## src/rtl/stopwatch_pkg.sv

```systemverilog
// Shared types and helpers for the stopwatch controller: FSM states, BCD digit type,
// per-digit limits and the BCD increment function used by both counter and snapshot path.
package stopwatch_pkg;

  typedef enum logic [1:0] {IDLE, RUN, LAP, PAUSE} sw_state_e;

  typedef logic [3:0] bcd_t;

  localparam bcd_t DIG_MAX_9  = 4'd9;
  localparam bcd_t DIG_MAX_5  = 4'd5;
  localparam int   NUM_DIGITS = 6;

  // Digit order: 0=cs_lo 1=cs_hi 2=s_lo 3=s_hi 4=m_lo 5=m_hi
  function automatic bcd_t digit_max(int k);
    return (k == 3 || k == 5) ? DIG_MAX_5 : DIG_MAX_9;
  endfunction

  // Out-of-range digits fall back to 0 so a corrupted register self-heals on the next tick.
  function automatic bcd_t bcd_next(bcd_t q, bcd_t max, logic inc);
    if (!inc)          return q;
    else if (q >= max) return '0;
    else               return q + 4'd1;
  endfunction

endpackage

```

## src/rtl/stopwatch_if.sv

```systemverilog
// Key inputs and display/status outputs of the stopwatch controller.
interface stopwatch_if;
  import stopwatch_pkg::*;

  logic key_ss;
  logic key_lap;
  bcd_t cs_lo, cs_hi, s_lo, s_hi, m_lo, m_hi;
  logic running;
  logic lap_active;
  logic wrap;

  modport master (
    output key_ss, key_lap,
    input  cs_lo, cs_hi, s_lo, s_hi, m_lo, m_hi, running, lap_active, wrap
  );

  modport slave (
    input  key_ss, key_lap,
    output cs_lo, cs_hi, s_lo, s_hi, m_lo, m_hi, running, lap_active, wrap
  );
endinterface

```

## src/rtl/bcd_digit_cnt.sv

```systemverilog
// One BCD digit of the time chain; carry fires when an increment hits MAX.
module bcd_digit_cnt
  import stopwatch_pkg::*;
#(
  parameter bcd_t MAX = DIG_MAX_9
) (
  input  logic fs,
  input  logic rst_n,
  input  logic inc,
  input  logic clr,
  output bcd_t q,
  output logic carry
);

  bcd_t q_q, q_d;

  always_comb q_d = clr ? '0 : bcd_next(q_q, MAX, inc);

  always_ff @(posedge fs or negedge rst_n) begin
    if (!rst_n) q_q <= '0;
    else        q_q <= q_d;
  end

  assign q     = q_q;
  assign carry = inc && (q_q == MAX);

endmodule

```

## src/rtl/stopwatch_ctrl.sv

```systemverilog
// Stopwatch run/lap/clear controller: 1/100 s prescaler, six-digit BCD chain,
// lap snapshot and the display mux feeding the 7-segment scanner.
module stopwatch_ctrl
  import stopwatch_pkg::*;
#(
  parameter int CLK_DIV = 500000
) (
  input  logic        fs,
  input  logic        rst_n,
  stopwatch_if.slave  sw
);

  localparam int PW = (CLK_DIV > 2) ? $clog2(CLK_DIV) : 1;
  localparam logic [PW-1:0] PRESC_LAST = PW'(CLK_DIV - 1);

  sw_state_e state_q, state_d;
  logic [PW-1:0] presc_q, presc_d;
  bcd_t [NUM_DIGITS-1:0] live, live_nxt, snap_q, snap_d, disp;
  logic [NUM_DIGITS-1:0] inc, carry;
  logic counting, tick, clr, snap_ld;
  logic wrap_q, wrap_d;

  // key_ss is evaluated first in every state so it wins over a simultaneous key_lap
  always_comb begin
    state_d = state_q;
    clr     = 1'b0;
    snap_ld = 1'b0;
    unique case (state_q)
      IDLE:  if (sw.key_ss) state_d = RUN;
      RUN:   if (sw.key_ss) state_d = PAUSE;
             else if (sw.key_lap) begin state_d = LAP; snap_ld = 1'b1; end
      LAP:   if (sw.key_ss) state_d = PAUSE;
             else if (sw.key_lap) state_d = RUN;
      PAUSE: if (sw.key_ss) state_d = RUN;
             else if (sw.key_lap) begin state_d = IDLE; clr = 1'b1; end
      default: state_d = IDLE;
    endcase
  end

  assign counting = (state_q == RUN) || (state_q == LAP);
  assign tick     = counting && (presc_q == PRESC_LAST);

  // Outside RUN/LAP the prescaler holds, keeping the partial tick across a pause
  always_comb begin
    presc_d = presc_q;
    if (clr)           presc_d = '0;
    else if (tick)     presc_d = '0;
    else if (counting) presc_d = presc_q + 1'b1;
  end

  assign inc = {carry[NUM_DIGITS-2:0], tick};

  for (genvar k = 0; k < NUM_DIGITS; k++) begin : g_dig
    bcd_digit_cnt #(.MAX(digit_max(k))) u_dig (
      .fs    (fs),
      .rst_n (rst_n),
      .inc   (inc[k]),
      .clr   (clr),
      .q     (live[k]),
      .carry (carry[k])
    );
    // Mirrors the digit's next value so a lap snapshot includes a same-edge increment
    assign live_nxt[k] = clr ? '0 : bcd_next(live[k], digit_max(k), inc[k]);
  end

  always_comb begin
    snap_d = snap_q;
    if (snap_ld)  snap_d = live_nxt;
    else if (clr) snap_d = '0;
  end

  assign wrap_d = carry[NUM_DIGITS-1];

  always_ff @(posedge fs or negedge rst_n) begin
    if (!rst_n) begin
      state_q <= IDLE;
      presc_q <= '0;
      snap_q  <= '0;
      wrap_q  <= 1'b0;
    end else begin
      state_q <= state_d;
      presc_q <= presc_d;
      snap_q  <= snap_d;
      wrap_q  <= wrap_d;
    end
  end

  assign disp = (state_q == LAP) ? snap_q : live;

  assign sw.cs_lo      = disp[0];
  assign sw.cs_hi      = disp[1];
  assign sw.s_lo       = disp[2];
  assign sw.s_hi       = disp[3];
  assign sw.m_lo       = disp[4];
  assign sw.m_hi       = disp[5];
  assign sw.running    = counting;
  assign sw.lap_active = (state_q == LAP);
  assign sw.wrap       = wrap_q;

endmodule

```

## src/flat_wrapper.sv

```systemverilog
// flat-port wrapper written by rule: the top's interface ports become plain ports
module stopwatch_ctrl_flat import stopwatch_pkg::*;
#(
  parameter int CLK_DIV = 500000
)
  (fs, rst_n, sw_key_ss, sw_key_lap, sw_cs_lo, sw_cs_hi, sw_s_lo, sw_s_hi, sw_m_lo, sw_m_hi, sw_running, sw_lap_active, sw_wrap);
  stopwatch_if sw_i ();
  input  logic fs;
  input  logic rst_n;
  input wire logic [$bits(sw_i.key_ss)-1:0] sw_key_ss;
  input wire logic [$bits(sw_i.key_lap)-1:0] sw_key_lap;
  output wire logic [$bits(sw_i.cs_lo)-1:0] sw_cs_lo;
  output wire logic [$bits(sw_i.cs_hi)-1:0] sw_cs_hi;
  output wire logic [$bits(sw_i.s_lo)-1:0] sw_s_lo;
  output wire logic [$bits(sw_i.s_hi)-1:0] sw_s_hi;
  output wire logic [$bits(sw_i.m_lo)-1:0] sw_m_lo;
  output wire logic [$bits(sw_i.m_hi)-1:0] sw_m_hi;
  output wire logic [$bits(sw_i.running)-1:0] sw_running;
  output wire logic [$bits(sw_i.lap_active)-1:0] sw_lap_active;
  output wire logic [$bits(sw_i.wrap)-1:0] sw_wrap;
  assign sw_i.key_ss = sw_key_ss;
  assign sw_i.key_lap = sw_key_lap;
  assign sw_cs_lo = sw_i.cs_lo;
  assign sw_cs_hi = sw_i.cs_hi;
  assign sw_s_lo = sw_i.s_lo;
  assign sw_s_hi = sw_i.s_hi;
  assign sw_m_lo = sw_i.m_lo;
  assign sw_m_hi = sw_i.m_hi;
  assign sw_running = sw_i.running;
  assign sw_lap_active = sw_i.lap_active;
  assign sw_wrap = sw_i.wrap;
  stopwatch_ctrl #(.CLK_DIV(CLK_DIV)) u_core (.fs(fs), .rst_n(rst_n), .sw(sw_i));
endmodule
```

## config.mk

```make
export PLATFORM = sky130hd
export DESIGN_NAME = stopwatch_ctrl_flat
export DESIGN_NICKNAME = d
export VERILOG_FILES = /design/src/rtl/stopwatch_pkg.sv /design/src/rtl/stopwatch_if.sv /design/src/rtl/bcd_digit_cnt.sv /design/src/rtl/stopwatch_ctrl.sv /design/src/flat_wrapper.sv
export SDC_FILE = /design/constraint.sdc
export NUM_CORES = 1
export LEC_CHECK = 0
export CAP_MARGIN = 20
export CELL_PAD_IN_SITES_DETAIL_PLACEMENT = 1
export CELL_PAD_IN_SITES_GLOBAL_PLACEMENT = 1
export CORE_UTILIZATION = 53
export DETAILED_ROUTE_END_ITERATION = 6
export DONT_BUFFER_PORTS = 1
export PLACE_DENSITY_LB_ADDON = 0.1
export SYNTH_ARGS = -nofsm -noshare
export SYNTH_HDL_FRONTEND = slang
export SYNTH_SLANG_ARGS = --single-unit
```

## constraint.sdc

```tcl
create_clock -name fs -period 3.9 [get_ports fs]
set_clock_uncertainty 0.05 [all_clocks]
set_input_delay 0.78 -clock fs [delete_from_list [all_inputs] [get_ports fs]]
set_output_delay 0.78 -clock fs [all_outputs]
set_load 0.01 [all_outputs]
```

==> run metrics <==
status=complete, no violations; Final TNS setup=0 ns; Storage cell area=1752 µm²; Reg clk slew, reported paths=0.07 ns; Pins Over Slew Limit=0; Max Cap Viol=0; Final nets=484; # rows=31; clock buffer depth=2; Finished Layout Cells=558; syn nets=490; die height=90.61 µm; Setup violations, final=0; DR pass1 iterations=4; Clock Latency Late Sink=0.34 ns; leak pwr=0.001946 µW; mean post-synth cell area=8.988 µm²; main flop type after synthesis=dfrtp_1; RSZ-0062 raised after global routing=false; sequential area share after synthesis=42.09%; clock root buffer=clkbuf_8; drt first-iter violations=136; largest net degree at the start of global routing=71; placed cells=545; Final HPWL DP=7615 µm; GRT Total Usage=28.10%; fin crit share=76.54%; Cell Area, Synth=4161 µm²; CP Data Arrival Time=2.16 ns; Starting Density=56.17%; vias in the first global route=3669; Area Overhead vs Synth=5.803%; core footprint=7408 µm²; Max FO, Critical Path=43; Unique masters post-synth=54; Buffers on Ports=0; DRC viols=0; Synth Instances=463; placed cell area=4240 µm²; top area cells in the synthesized netlist=dfrtp_1 42%, ha_1 6.9%, nor2_1 4.9%; Post-synth EDFFs=0; vias per cell=6.246; pwr dens=490.9 nW/µm²; Slew @ Worst Pin=0.8926 ns; worst hold path class=in -> async; reg2reg start=u_core.state_q[1]$_DFFE_PN0P_; CP max-delay cell=ha_2; total gr overflow=0; vias=3485; Critical Path Sink Type=primary output; initial antenna violation count=0; top-area cell type share of the netlist area=42.09%; yosys warns=0; wire per inst=19.46 µm; Hold Fails Final Rpt=0; worst reg2reg endpoint=u_core.snap_q[15]$_DFFE_PN0P_; CTS tree=yes; crit-path cells=inv_1, ha_2, mux2_2; Worst EP required=3.07 ns; post-layout min period=2.985 ns; Multi-input gate area=2233 µm²; Synth Register Bits=70; die width=90.61 µm; area leader, netlist=dfrtp_1; hold_buf cts=0; worst r2r path cells=9; CTS H-tree lvls=3; reg-to-reg setup timing slack=1.00 ns; first-pass GRT wire length=18480 µm; asr flop ratio synth=100.0%; remaining antenna violation count after routing=0; # IOs=31; final WL=10860 µm; postcts setup bufs=0; cts bufs inserted=9; Worst setup SP type=flop; crit-path max cell delay=0.79 ns; hold slack=0.07987 ns; design area=4403 µm²; n_diodes=0; critical setup path kind=reg -> out; clock sink count=70; Max VDD drop=205.5 µV; share of layout cells above drive strength 1=7.190%; Slew headroom=40.49%; Resized cells post-CTS=0; gpl congestion=0.8063; Max Freq=335.0 MHz; die area=8210 µm²; utilization after layout=59.43%; number of fill cells=891
-- cells by family after synthesis --
kind of cell / count (synthesis) / share of synthesized area [%]
and+or+nand+nor: 180 / 22.58
muxes: 17 / 4.360
buffers and inverters: 47 / 4.299
AOI/OAI and AO/OA: 110 / 16.39
DFF: 70 / 42.09
adders and majority gates: 23 / 6.915
xor gates and xnor gates: 16 / 3.367
-- synthesized netlist by cell type (all sizes together) (4+ instances only) --
| cell | n |
|---|---|
| xor2 | 11 |
| nand3b | 7 |
| nor3 | 10 |
| inv | 25 |
| xnor2 | 5 |
| mux2 | 9 |
| o31ai | 6 |
| or3 | 5 |
| nor4b | 4 |
| a31oi | 9 |
| nand4 | 11 |
| mux2i | 8 |
| and4 | 6 |
| nand2 | 40 |
| clkbuf | 20 |
| o21ai | 39 |
| a21oi | 27 |
| nor4 | 8 |
| nor2 | 54 |
| and3b | 4 |
| ha | 23 |
| dfrtp | 70 |
| nand3 | 16 |
-- metal layers --
| metal | up-vias | GRT usage, % | wire length (µm) |
|---|---|---|---|
| met5 | - | 0 | 0 |
| met3 | 11 | 4.461 | 253 |
| met4 | 0 | 6.452 | 106 |
| met2 | 43 | 47.47 | 5284 |
| met1 | 1796 | 37.93 | 5217 |
| li1 | 1635 | - | - |
-- state kept, by name, summed over array words and instances, names as in the netlist --
register,flops
u_core.g_dig.u_dig.q,24
u_core.snap_q,24
u_core.presc_q,19
u_core.state_q,2
u_core.sw.wrap,1
-- stage by stage --
step	setup WS (ns)	power (µW)
after detailed placement	0.9820	1658
final	0.9148	2161
after floorplan	1.358	1484
after global routing	0.6906	2302
after global placement	1.189	1615
after CTS	0.8994	2182
-- cell usage in the layout (no fill, tap or decap), drive strengths merged, types with 11 or more instances in the layout --
cell,count
ha,23
dfrtp,70
nor2,54
nand3,16
inv,25
clkbuf,12
nand2,40
nand4,11
xor2,11
a21oi,27
o21ai,39
-- area by class of cell --
type / instances / area share, %
Multi-Input combinational cell: 346 / 50.72
Inverter: 25 / 2.131
Sequential cell: 70 / 39.78
Tap cell: 99 / 2.813
Clock inverter: 1 / 0.1705
Timing Repair Buffer: 5 / 0.8525
Clock buffer: 12 / 3.524
-- worst max path at each step --
stage,start,to,slack [ns],depth (start not counted)
2_1_floorplan,u_core.state_q[1]$_DFFE_PN0P_,u_core.snap_q[20]$_DFFE_PN0P_,1.36,8
3_3_place_gp,u_core.state_q[1]$_DFFE_PN0P_,u_core.snap_q[15]$_DFFE_PN0P_,1.19,9
3_5_place_dp,u_core.state_q[1]$_DFFE_PN0P_,u_core.snap_q[15]$_DFFE_PN0P_,0.98,9
4_1_cts,u_core.state_q[0]$_DFFE_PN0P_,sw_m_lo[3],0.90,3
5_1_grt,u_core.state_q[1]$_DFFE_PN0P_,u_core.snap_q[15]$_DFFE_PN0P_,0.69,9
6_report,u_core.state_q[0]$_DFFE_PN0P_,sw_cs_lo[3],0.91,3
-- power by group --
| group | internal, µW | switching (µW) | total, µW |
|---|---|---|---|
| clock network | 256 | 257 | 513 |
| logic | 232 | 417 | 650 |
| registers | 877 | 121 | 999 |
-- critical path: cells and delay by family, from the launching register on --
kind / cells / cell delay (ns)
DFF: 1 / 0.41
buffers and inverters: 1 / 0.14
muxes: 1 / 0.45
adders and majority gates: 1 / 0.79
(Power assumes the default switching activity.)
